==> src/rtl/i2c_request_arbiter.sv <==
// ============================================================================
// Module   : i2c_request_arbiter
// Purpose  : Round-robin sharing of one I2C master between two requesters,
//            with launch pulse, watchdog timeout and status/read-data return.
// Revision : 1.0 - initial release
// ============================================================================
`default_nettype none

module i2c_request_arbiter #(
  parameter int TIMEOUT_CYCLES = 1023
) (
  input  logic       clock,
  input  logic       Reset,
  input  logic       ClockLocked,
  input  logic       Req0,
  input  logic       Req1,
  input  logic [6:0] Addr0,
  input  logic [6:0] Addr1,
  input  logic [7:0] Data0,
  input  logic [7:0] Data1,
  input  logic       RW0,
  input  logic       RW1,
  output logic       Grant0,
  output logic       Grant1,
  output logic       Done0,
  output logic       Done1,
  output logic       Error0,
  output logic       Error1,
  output logic [7:0] RdData,
  output logic       Busy,
  output logic       MasterGo,
  output logic [6:0] MasterAddr,
  output logic [7:0] MasterData,
  output logic       MasterRW,
  input  logic       MasterDone,
  input  logic       MasterAckError,
  input  logic [7:0] MasterRdData
);

  localparam int                c_cnt_w   = $clog2(TIMEOUT_CYCLES + 1);
  localparam logic [c_cnt_w-1:0] c_timeout = c_cnt_w'(TIMEOUT_CYCLES);
  localparam logic [c_cnt_w-1:0] c_cnt_one = c_cnt_w'(1);

  localparam logic [2:0] c_st_idle   = 3'd0;
  localparam logic [2:0] c_st_load   = 3'd1;
  localparam logic [2:0] c_st_go     = 3'd2;
  localparam logic [2:0] c_st_wait   = 3'd3;
  localparam logic [2:0] c_st_finish = 3'd4;

  logic [2:0]         state_q, state_d;
  logic               win_q, win_d;
  logic               last_q, last_d;
  logic [c_cnt_w-1:0] cnt_q, cnt_d;
  logic               err_q, err_d;
  logic [7:0]         rd_q, rd_d;
  logic [6:0]         maddr_q, maddr_d;
  logic [7:0]         mdata_q, mdata_d;
  logic               mrw_q, mrw_d;
  logic [c_cnt_w-1:0] cnt_inc;
  logic               granted;

  assign cnt_inc = cnt_q + c_cnt_one;

  always_comb begin
    state_d = state_q;
    win_d   = win_q;
    last_d  = last_q;
    cnt_d   = cnt_q;
    err_d   = err_q;
    rd_d    = rd_q;
    maddr_d = maddr_q;
    mdata_d = mdata_q;
    mrw_d   = mrw_q;
    case (state_q)
      c_st_idle: begin
        if (ClockLocked && (Req0 || Req1)) begin
          // On a tie the requester that was not served last wins.
          win_d   = (Req0 && Req1) ? ~last_q : Req1;
          state_d = c_st_load;
        end
      end
      c_st_load: begin
        maddr_d = win_q ? Addr1 : Addr0;
        mdata_d = win_q ? Data1 : Data0;
        mrw_d   = win_q ? RW1   : RW0;
        state_d = c_st_go;
      end
      c_st_go: begin
        cnt_d   = '0;
        err_d   = 1'b0;
        state_d = c_st_wait;
      end
      c_st_wait: begin
        cnt_d = cnt_inc;
        // A completion on the same cycle as expiry takes priority.
        if (MasterDone) begin
          err_d = MasterAckError;
          if (mrw_q) begin
            rd_d = MasterRdData;
          end
          state_d = c_st_finish;
        end else if (cnt_inc == c_timeout) begin
          err_d   = 1'b1;
          state_d = c_st_finish;
        end
      end
      c_st_finish: begin
        last_d  = win_q;
        state_d = c_st_idle;
      end
      default: state_d = c_st_idle;
    endcase
  end

  always_ff @(posedge clock or posedge Reset) begin
    if (Reset) begin
      state_q <= c_st_idle;
      win_q   <= 1'b0;
      last_q  <= 1'b1;
      cnt_q   <= '0;
      err_q   <= 1'b0;
      rd_q    <= 8'h00;
      maddr_q <= 7'h00;
      mdata_q <= 8'h00;
      mrw_q   <= 1'b0;
    end else begin
      state_q <= state_d;
      win_q   <= win_d;
      last_q  <= last_d;
      cnt_q   <= cnt_d;
      err_q   <= err_d;
      rd_q    <= rd_d;
      maddr_q <= maddr_d;
      mdata_q <= mdata_d;
      mrw_q   <= mrw_d;
    end
  end

  assign granted = (state_q == c_st_load) || (state_q == c_st_go) ||
                   (state_q == c_st_wait) || (state_q == c_st_finish);

  assign Grant0     = granted & ~win_q;
  assign Grant1     = granted &  win_q;
  assign Done0      = (state_q == c_st_finish) & ~win_q;
  assign Done1      = (state_q == c_st_finish) &  win_q;
  assign Error0     = Done0 & err_q;
  assign Error1     = Done1 & err_q;
  assign RdData     = rd_q;
  assign Busy       = (state_q != c_st_idle);
  assign MasterGo   = (state_q == c_st_go);
  assign MasterAddr = maddr_q;
  assign MasterData = mdata_q;
  assign MasterRW   = mrw_q;

endmodule

`default_nettype wire

==> config.mk <==
export PLATFORM = sky130hd
export DESIGN_NAME = i2c_request_arbiter
export DESIGN_NICKNAME = d
export VERILOG_FILES = /design/src/rtl/i2c_request_arbiter.sv
export SDC_FILE = /design/constraint.sdc
export NUM_CORES = 1
export LEC_CHECK = 0
export BUFFER_PORTS_ARGS = -buffer_cell sky130_fd_sc_hd__buf_2
export CAP_MARGIN = 20
export CORE_MARGIN = 1.5
export CORE_UTILIZATION = 44
export CTS_CLUSTER_DIAMETER = 60
export DETAILED_ROUTE_END_ITERATION = 10
export PLACE_DENSITY = 0.86
export SETUP_SLACK_MARGIN = 0.2
export SKIP_LAST_GASP = 1
export SYNTH_ARGS = -nofsm -noshare
export SYNTH_HDL_FRONTEND = slang
export SYNTH_SLANG_ARGS = --single-unit
==> constraint.sdc <==
create_clock -name clock -period 1.74 [get_ports clock]
set_clock_uncertainty 0.05 [all_clocks]
set_input_delay 0.087 -clock clock [delete_from_list [all_inputs] [get_ports clock]]
set_output_delay 0.087 -clock clock [all_outputs]
set_load 0.01 [all_outputs]
# Word level (Yosys, flattened, before mapping)
# Index checks and enable logic that the tools add are counted.
[totals]
latchBits = 0
mem_count = 0
in_bits = 47
ram_bits = 0
out_inout_bits = 32
word_cells = 50
romBits = 0
regBits = 40
[op_classes]
n_shift = 0
bitwise_logic = 8
n_div = 0
n_addsub = 1
n_reduce_logical = 13
n_mux = 12
mul = 0
eq_ne = 7
n_lt_le_gt_ge = 0
[ops]
columns = ["operator", "count"]
rows = [
  ["10-bit one-hot mux with 2 select lines", 1],
  ["3-bit one-hot mux with 4 select lines", 1],
  ["10-bit by 1-bit adder with 10-bit output, second input constant", 1],
  ["10-bit equality test, second input constant", 1],
  ["3-bit 2-to-1 mux", 3],
  ["8-bit 2-to-1 mux", 1],
  ["7-bit 2-to-1 mux", 1],
  ["1-bit bitwise AND", 6],
  ["3-bit by 2-bit equality test with 1-bit output, second input constant", 2],
  ["2-bit AND reduction", 3],
  ["1-bit logical OR", 4],
  ["1-bit 2-to-1 mux", 4],
  ["3-bit by 1-bit equality test with 1-bit output, second input constant", 1],
  ["3-bit equality test, second input constant", 1],
  ["3-bit logical NOT", 1],
  ["3-bit inequality test, second input constant", 1],
  ["3-bit AND reduction", 1],
  ["3-bit nonzero test", 1],
  ["1-bit logical AND", 2],
  ["2-bit inequality test, second input constant", 1],
  ["1-bit inverter", 2],
  ["1-bit one-hot mux with 2 select lines", 1],
  ["2-bit nonzero test", 1],
]

# Longest topological paths before layout
# Gate-level depths: netlist of the first run.
[logic_depth]
word_depth = 5
ltp_mapped = 6
ltp_nobuf = 6

# Worst setup path after synthesis of the first run
# Ideal clock, no wire load.
[synth_path]
path_type = "reg2reg"
from = "register cnt_q[3]"
to = "register state_q[1]"
arrival_ns = 1.515
setup_time_ns = 0.103
setup_slack_ns = 0.072
period_less_slack_ns = 1.668
t_required_ns = 1.587
n_path_buf = 1
path_stages_with_launch = 7
path_cell_list = "dfrtp_1 > buf_4 > and4_4 > nand2_2 > and3_4 > o311a_1 > o41ai_2"
[synth_between]
elab_chain_cells = 4
[synth_lines]
columns = ["element", "line_no", "rtl"]
rows = [
  ["start, declared", "53", "logic [c_cnt_w-1:0] cnt_q, cnt_d;"],
  ["start signal, assigned", "130", "cnt_q <= cnt_d;"],
  ["10-bit by 1-bit adder with 10-bit output", "62", "assign cnt_inc = cnt_q + c_cnt_one;"],
  ["10-bit equality test", "102", "end else if (cnt_inc == c_timeout) begin"],
  ["3-bit inequality test (no line)", "-", ""],
  ["2-bit AND reduction (no line)", "-", ""],
  ["end signal, assigned", "117", "state_q <= c_st_idle;"],
  ["end signal, assigned", "127", "state_q <= state_d;"],
  ["end, declared", "50", "logic [2:0] state_q, state_d;"],
]
# No other way between the ends.
# A chain may end at the register's enable or synchronous reset.

# Worst setup path after layout of the first run
[layout_path]
from = "register cnt_q[1]"
to = "register state_q[0]"
# Same word-level chain as after synthesis.

==> impl_metrics.ini, run 1 <==
[floorplanning]
die_h_microns = 70.9
coreArea_sq_mm = 0.00438
dieArea_sq_mm = 0.00503
die_x_microns = 70.9
initial_core_util_pct = 46.3
io_pins = 79
std_cell_rows = 24

[min_path]
min_path_type = in2reg

[outcome]
status = finished clean

[clocking]
cts_tree = built
clk_latency_ns = 0.30
cts_buffer_depth = 2
cts_sinks = 40
clkTransAtPathRegs_ns = 0.08
htreeDepth = 2
root_buffer = clkbuf_8
cts_buffers = 5

[final_layout]
final_area_sq_mm = 0.00304
synthToLayoutAreaGrowth_pct = 50.0
final_cells = 375
final_util_pct = 69.4
diodes = 0
fin_nets = 371
drive_gt1_share_pct = 48.3

[placement]
gp_congestion = 0.919
pre_cts_slack_ns = -0.00355
portBuffers = 78
place_area_sq_mm = 0.00257
hpwlAfterDp_microns = 3280
dp_cells = 345

[yosys]
yosysWarnings = 0
synth_edf_count = 0
synth_seq_cells = 40
syn_area_sq_mm = 0.00203
yosys.cell_types.count = 39
synth_nets = 260
synthCells = 211
async_flop_share_pct = 100
syn_area_per_cell_sq_um = 9.61
ys_seq_area_share_pct = 49.4
synth_ff_type = dfrtp_1

[global_routing]
overflow = 0
grt.total_usage_pct = 19.8
grt_pass1_vias = 1815
antenna_found_initial = 0
grt_pass1_wl_microns = 7900
grt_max_degree = 41

[timing]
rsz0062_at_grt = true
setup_slack_ns = 0.0748
setup_viol = 0
fmax_ghz = 0.601
min_period_ns = 1.67
tightest_slew_ns = 0.478
finalCritPeriodShare_pct = 95.7
slew_viol_final = 0
fin_hold_ws_ns = 0.0228
slew_headroom_pct = 68.1
hold_viol = 0

[routing]
drc = 0
dr.pass1.iters = 4
vias = 1955
routed_wl_microns = 5070
ant_nets = 0
drt_iter0_drc = 138
wl_per_cell_microns = 13.5
via_per_inst = 5.21

[setup_path]
worst_setup_path_start_kind = register
r2r_setup_slack_ns = 0.07
endpoint_kind = register
crit_fanout = 4
critPathKind = reg2reg
required_ns = 1.87
arrival_ns = 1.79

[power]
powerDensity_mw_per_mm2 = 1550
p_leak_nw = 1.50
vdd_ir_drop_max_v = 0.000899

[run]
cap_viol_max_count = 0
timing repair:
action	CTS	global route
buffers inserted	9	3
hold buffers	10	0
endpoints found under the setup margin	12	37
hold endpoints to repair	48	0
pin swaps	3	8
gates resized for setup	13	27
routing by layer:
layer  track usage, %  share of wire [%]
met5                0                  0
met1             23.2                 40
met2             35.7                 52
met3             4.70                6.2
met4             6.71                1.4
power by group:
group	switching, mW	leakage (nW)	total [mW]	internal [mW]
Clock	0.323	0.0645	0.829	0.506
Sequential	0.256	0.472	1.57	1.31
Combinational	1.20	0.965	2.33	1.12
Total	1.78	1.50	4.72	2.94
Yosys cell counts (all sizes together), types with 4 or more instances:
cell type,count,area share (%)
dfrtp,39,48
nor2,34,6.4
a21oi,22,5.4
mux2i,18,8.9
nand2,18,3.5
o21ai,9,2.2
mux2,8,4.4
clkbuf,7,1.3
inv,7,1.3
nand3,6,1.5
buf,5,1.4
nand2b,4,1.2
nand4,4,1.2
nor3,4,0.99
path summary, 6_finish.rpt:
check | startpoint | endpoint | depth (start not counted)
setup / recovery | cnt_q[1] | state_q[0] | 6
hold / removal | MasterDone | state_q[0] | 2
setup reg to reg | cnt_q[1] | state_q[0] | 6
hold reg to reg | RdData[3] | RdData[3] | 1
max in group asynchronous | Reset | last_q | 4
min in group asynchronous | Reset | cnt_q[1] | 4
sequential cells by signal (all words and copies together) (netlist names):
name and cells:
MasterAddr 7, win_q 1, MasterRW 1, RdData 8, err_q 1, state_q 3, MasterData 8, last_q 1
cnt_q 10
metrics by stage:
step / power, mW / TNS, ns
floorplan: 2.79 / 0
global placement: 3.51 / 0
detailed placement: 3.58 / -0.00355
CTS: 4.56 / 0
global route: 5.06 / 0
finish: 4.72 / 0
cell families (layout without fill, tap and decap cells):
| group | after synthesis | in the layout | synth area share (%) |
|---|---|---|---|
| and+or+nand+nor | 78 | 78 | 17.8 |
| AOI/OAI and AO/OA | 44 | 44 | 13.4 |
| DFF | 40 | 40 | 49.4 |
| muxes | 26 | 26 | 13.3 |
| buffers and inverters | 19 | 131 | 3.95 |
| adders and majority gates | 2 | 2 | 1.23 |
| xor gates and xnor gates | 2 | 2 | 0.864 |
layout make-up:
type | count | area [sq um]
multi-input combinational | 152 | 1080
clock buffer | 7 | 96.3
sequential | 40 | 1000
fill | 328 | 1340
tap | 52 | 65.1
clock inverter | 1 | 30.0
timing repair buffer | 116 | 738
inverter | 7 | 28.8
cell usage in the layout (no fill, tap or decap), types with 7 or more instances in the layout:
master         netlist  layout
buf_2                1      77
dfrtp_1             39      37
nor2_1              33      27
a21oi_1             22      22
buf_4                2      22
mux2i_1             18      18
nand2_1             17      13
dlygate4sd3_1        0      10
o21ai_0              9       9
mux2_2               8       8
clkbuf_8             0       7
worst max-delay path, stage by stage (launching register included):
cell and delay, ns:
dfrtp_1 0.42, ha_4 0.18, nand2_2 0.07, nor2_2 0.12
xor2_1 0.32, o311a_1 0.28, o31ai_1 0.09
(Power assumes the default switching activity.)
==> run 2: changes to the inputs <==
--- a/config.mk
+++ b/config.mk
@@ -7,7 +7,7 @@
 export LEC_CHECK = 0
 export BUFFER_PORTS_ARGS = -buffer_cell sky130_fd_sc_hd__buf_2
 export CAP_MARGIN = 20
-export CORE_MARGIN = 1.5
+export CORE_MARGIN = 2
 export CORE_UTILIZATION = 44
 export CTS_CLUSTER_DIAMETER = 60
 export DETAILED_ROUTE_END_ITERATION = 10
==> constraint.sdc (replaced) <==
create_clock -name clock -period 1.74 [get_ports clock]
set_clock_uncertainty 0.05 [all_clocks]
set_input_delay 0.348 -clock clock [delete_from_list [all_inputs] [get_ports clock]]
set_output_delay 0.348 -clock clock [all_outputs]
set_load 0.01 [all_outputs]
==> run 2 against run 1 <==
- the flow now finishes with violations (setup timing)
- setup slack worse by 0.13 ns
- die area up 2.8%
- worst hold slack better by 0.22 ns
- first-iteration DRC count down 48%
- total power up 0.85%
- sequential power about the same
- critical endpoint is now Grant1
- largest power group unchanged
==> impl_metrics.ini, run 2 (synthesized netlist as in run 1, its figures left out) <==
[outcome]
status = finished, violations left
violations = setup timing

[timing]
min_period_ns = 1.80
setup_slack_ns = -0.0582
finalCritPeriodShare_pct = 103
setup_viol = 3
hold_viol = 0
slew_viol_final = 0
rsz0062_at_grt = true
slew_headroom_pct = 72.7
tightest_slew_ns = 0.409
fmax_ghz = 0.556
fin_hold_ws_ns = 0.240

[power]
comb_power_share_pct = 54.7
vdd_ir_drop_max_v = 0.000909
p_sw_share_pct = 39.6
powerDensity_mw_per_mm2 = 1580
finalPower_mw = 4.76
share_seq_of_total_power_pct = 33.0
p_int_mw = 2.88
power.switching_mw = 1.88
p_clk_share_pct = 12.3
p_leak_nw = 1.48

[floorplanning]
dieArea_sq_mm = 0.00517
initial_core_util_pct = 46.3
std_cell_rows = 24
die_x_microns = 71.9
coreArea_sq_mm = 0.00438
io_pins = 79
die_h_microns = 71.9

[global_routing]
busiest_layer = met2
grt_pass1_wl_microns = 8430
grt_max_degree = 32
overflow = 0
antenna_found_initial = 0
grt.total_usage_pct = 20.9
use_met3_pct = 3.33
grt_pass1_vias = 1866
grt.met2_usage_pct = 35.8
grtUsageMet1_pct = 26.3

[final_layout]
drive_gt1_share_pct = 50.8
synthToLayoutAreaGrowth_pct = 48.7
layout_commonest_cell = buf_2
diodes = 0
final_area_sq_mm = 0.00302
largest_register_ff_count = 10
most-common-layout-cells = 77 x buf_2, 36 x dfrtp_1, 26 x nor2_1, 24 x buf_4, 22 x a21oi_1
final_cells = 369
fin_nets = 366
top_register = cnt_q

[routing]
via_per_inst = 5.12
routed_wl_microns = 5410
drt_iter0_drc = 72
drc = 0
dr.pass1.iters = 4
wl_per_cell_microns = 14.7
vias = 1888
ant_nets = 0

[run]
cap_viol_max_count = 0

[setup_path]
crit_chain = or3_4, nand2_4, nor2_1, buf_2
critPathKind = reg2out
cp_top_family = simple AND/OR/NAND/NOR gates
required_ns = 1.34
cp_slowest_stage_delay_ns = 0.46
arrival_ns = 1.40
crit_buf_inv = 1
crit_fanout = 7
endpoint_kind = output pin
cpMaxStageDelayCell = dfrtp_2
worst_setup_path_start_kind = register

[placement]
gp_congestion = 0.861
place_area_sq_mm = 0.00259
portBuffers = 78
dp_cells = 344
hpwlAfterDp_microns = 3450

[clocking]
cts_buffers = 5
clkTransAtPathRegs_ns = 0.07
cts_sinks = 40
clk_latency_ns = 0.29
htreeDepth = 2
cts_buffer_depth = 2
cts_tree = built
root_buffer = clkbuf_8

[min_path]
min_path_type = in2reg
==> run 2: layout make-up <==
| class | count | area (sq um) |
|---|---|---|
| inverter | 7 | 28.8 |
| clock buffer | 5 | 68.8 |
| multi-input combinational | 152 | 1100 |
| clock inverter | 2 | 12.5 |
| tap | 52 | 65.1 |
| sequential | 40 | 1010 |
| fill | 330 | 1370 |
| timing repair buffer | 111 | 731 |
==> run 2: power by group through the flow <==
stage	Clock [mW]	Sequential (mW)	Combinational, mW
final	0.586	1.57	2.61
after global routing	0.647	1.63	2.83
after CTS	0.605	1.55	2.25
after detailed placement	0	1.58	1.99
after global placement	0	1.57	1.93
after floorplan	0	1.65	1.17
==> run 2: path summary, 6_finish.rpt <==
kind / depth (start not counted) / slack (ns) / endpoint / start
setup / recovery: 4 / -0.06 / Grant1 / state_q[0]
setup reg to reg: 7 / 0.03 / err_q / cnt_q[0]
max in group asynchronous: 4 / 0.53 / last_q / Reset
min in group asynchronous: 3 / 0.53 / MasterData[7] / Reset
hold / removal: 2 / 0.24 / RdData[6] / MasterRdData[6]
hold reg to reg: 1 / 0.46 / RdData[6] / RdData[6]
==> run 2: stage by stage <==
step                setup slack [ns]  TNS, ns  util (%)
detailed placement           -0.0350  -0.0350      59.1
floorplan                      0.114        0         -
global placement              0.0518        0      59.1
CTS                          -0.0479  -0.0900      64.8
global route                  -0.106   -0.499      68.8
finish                       -0.0582   -0.141      68.8
==> run 2: timing repair <==
item,CTS,global route
endpoints found under the setup margin,20,39
buffers inserted,12,3
hold endpoints to repair,9,0
pin swaps,10,13
hold buffers,1,0
resized for setup,21,21
gates cloned,0,2
==> run 2: per-layer routing <==
layer / vias to the layer above / wire [microns] / part of all wire, %
met5: - / 0 / 0
met4: 0 / 95 / 1.8
met3: 8 / 218 / 4.0
met2: 57 / 2970 / 55
met1: 880 / 2130 / 39
li1: 943 / - / -
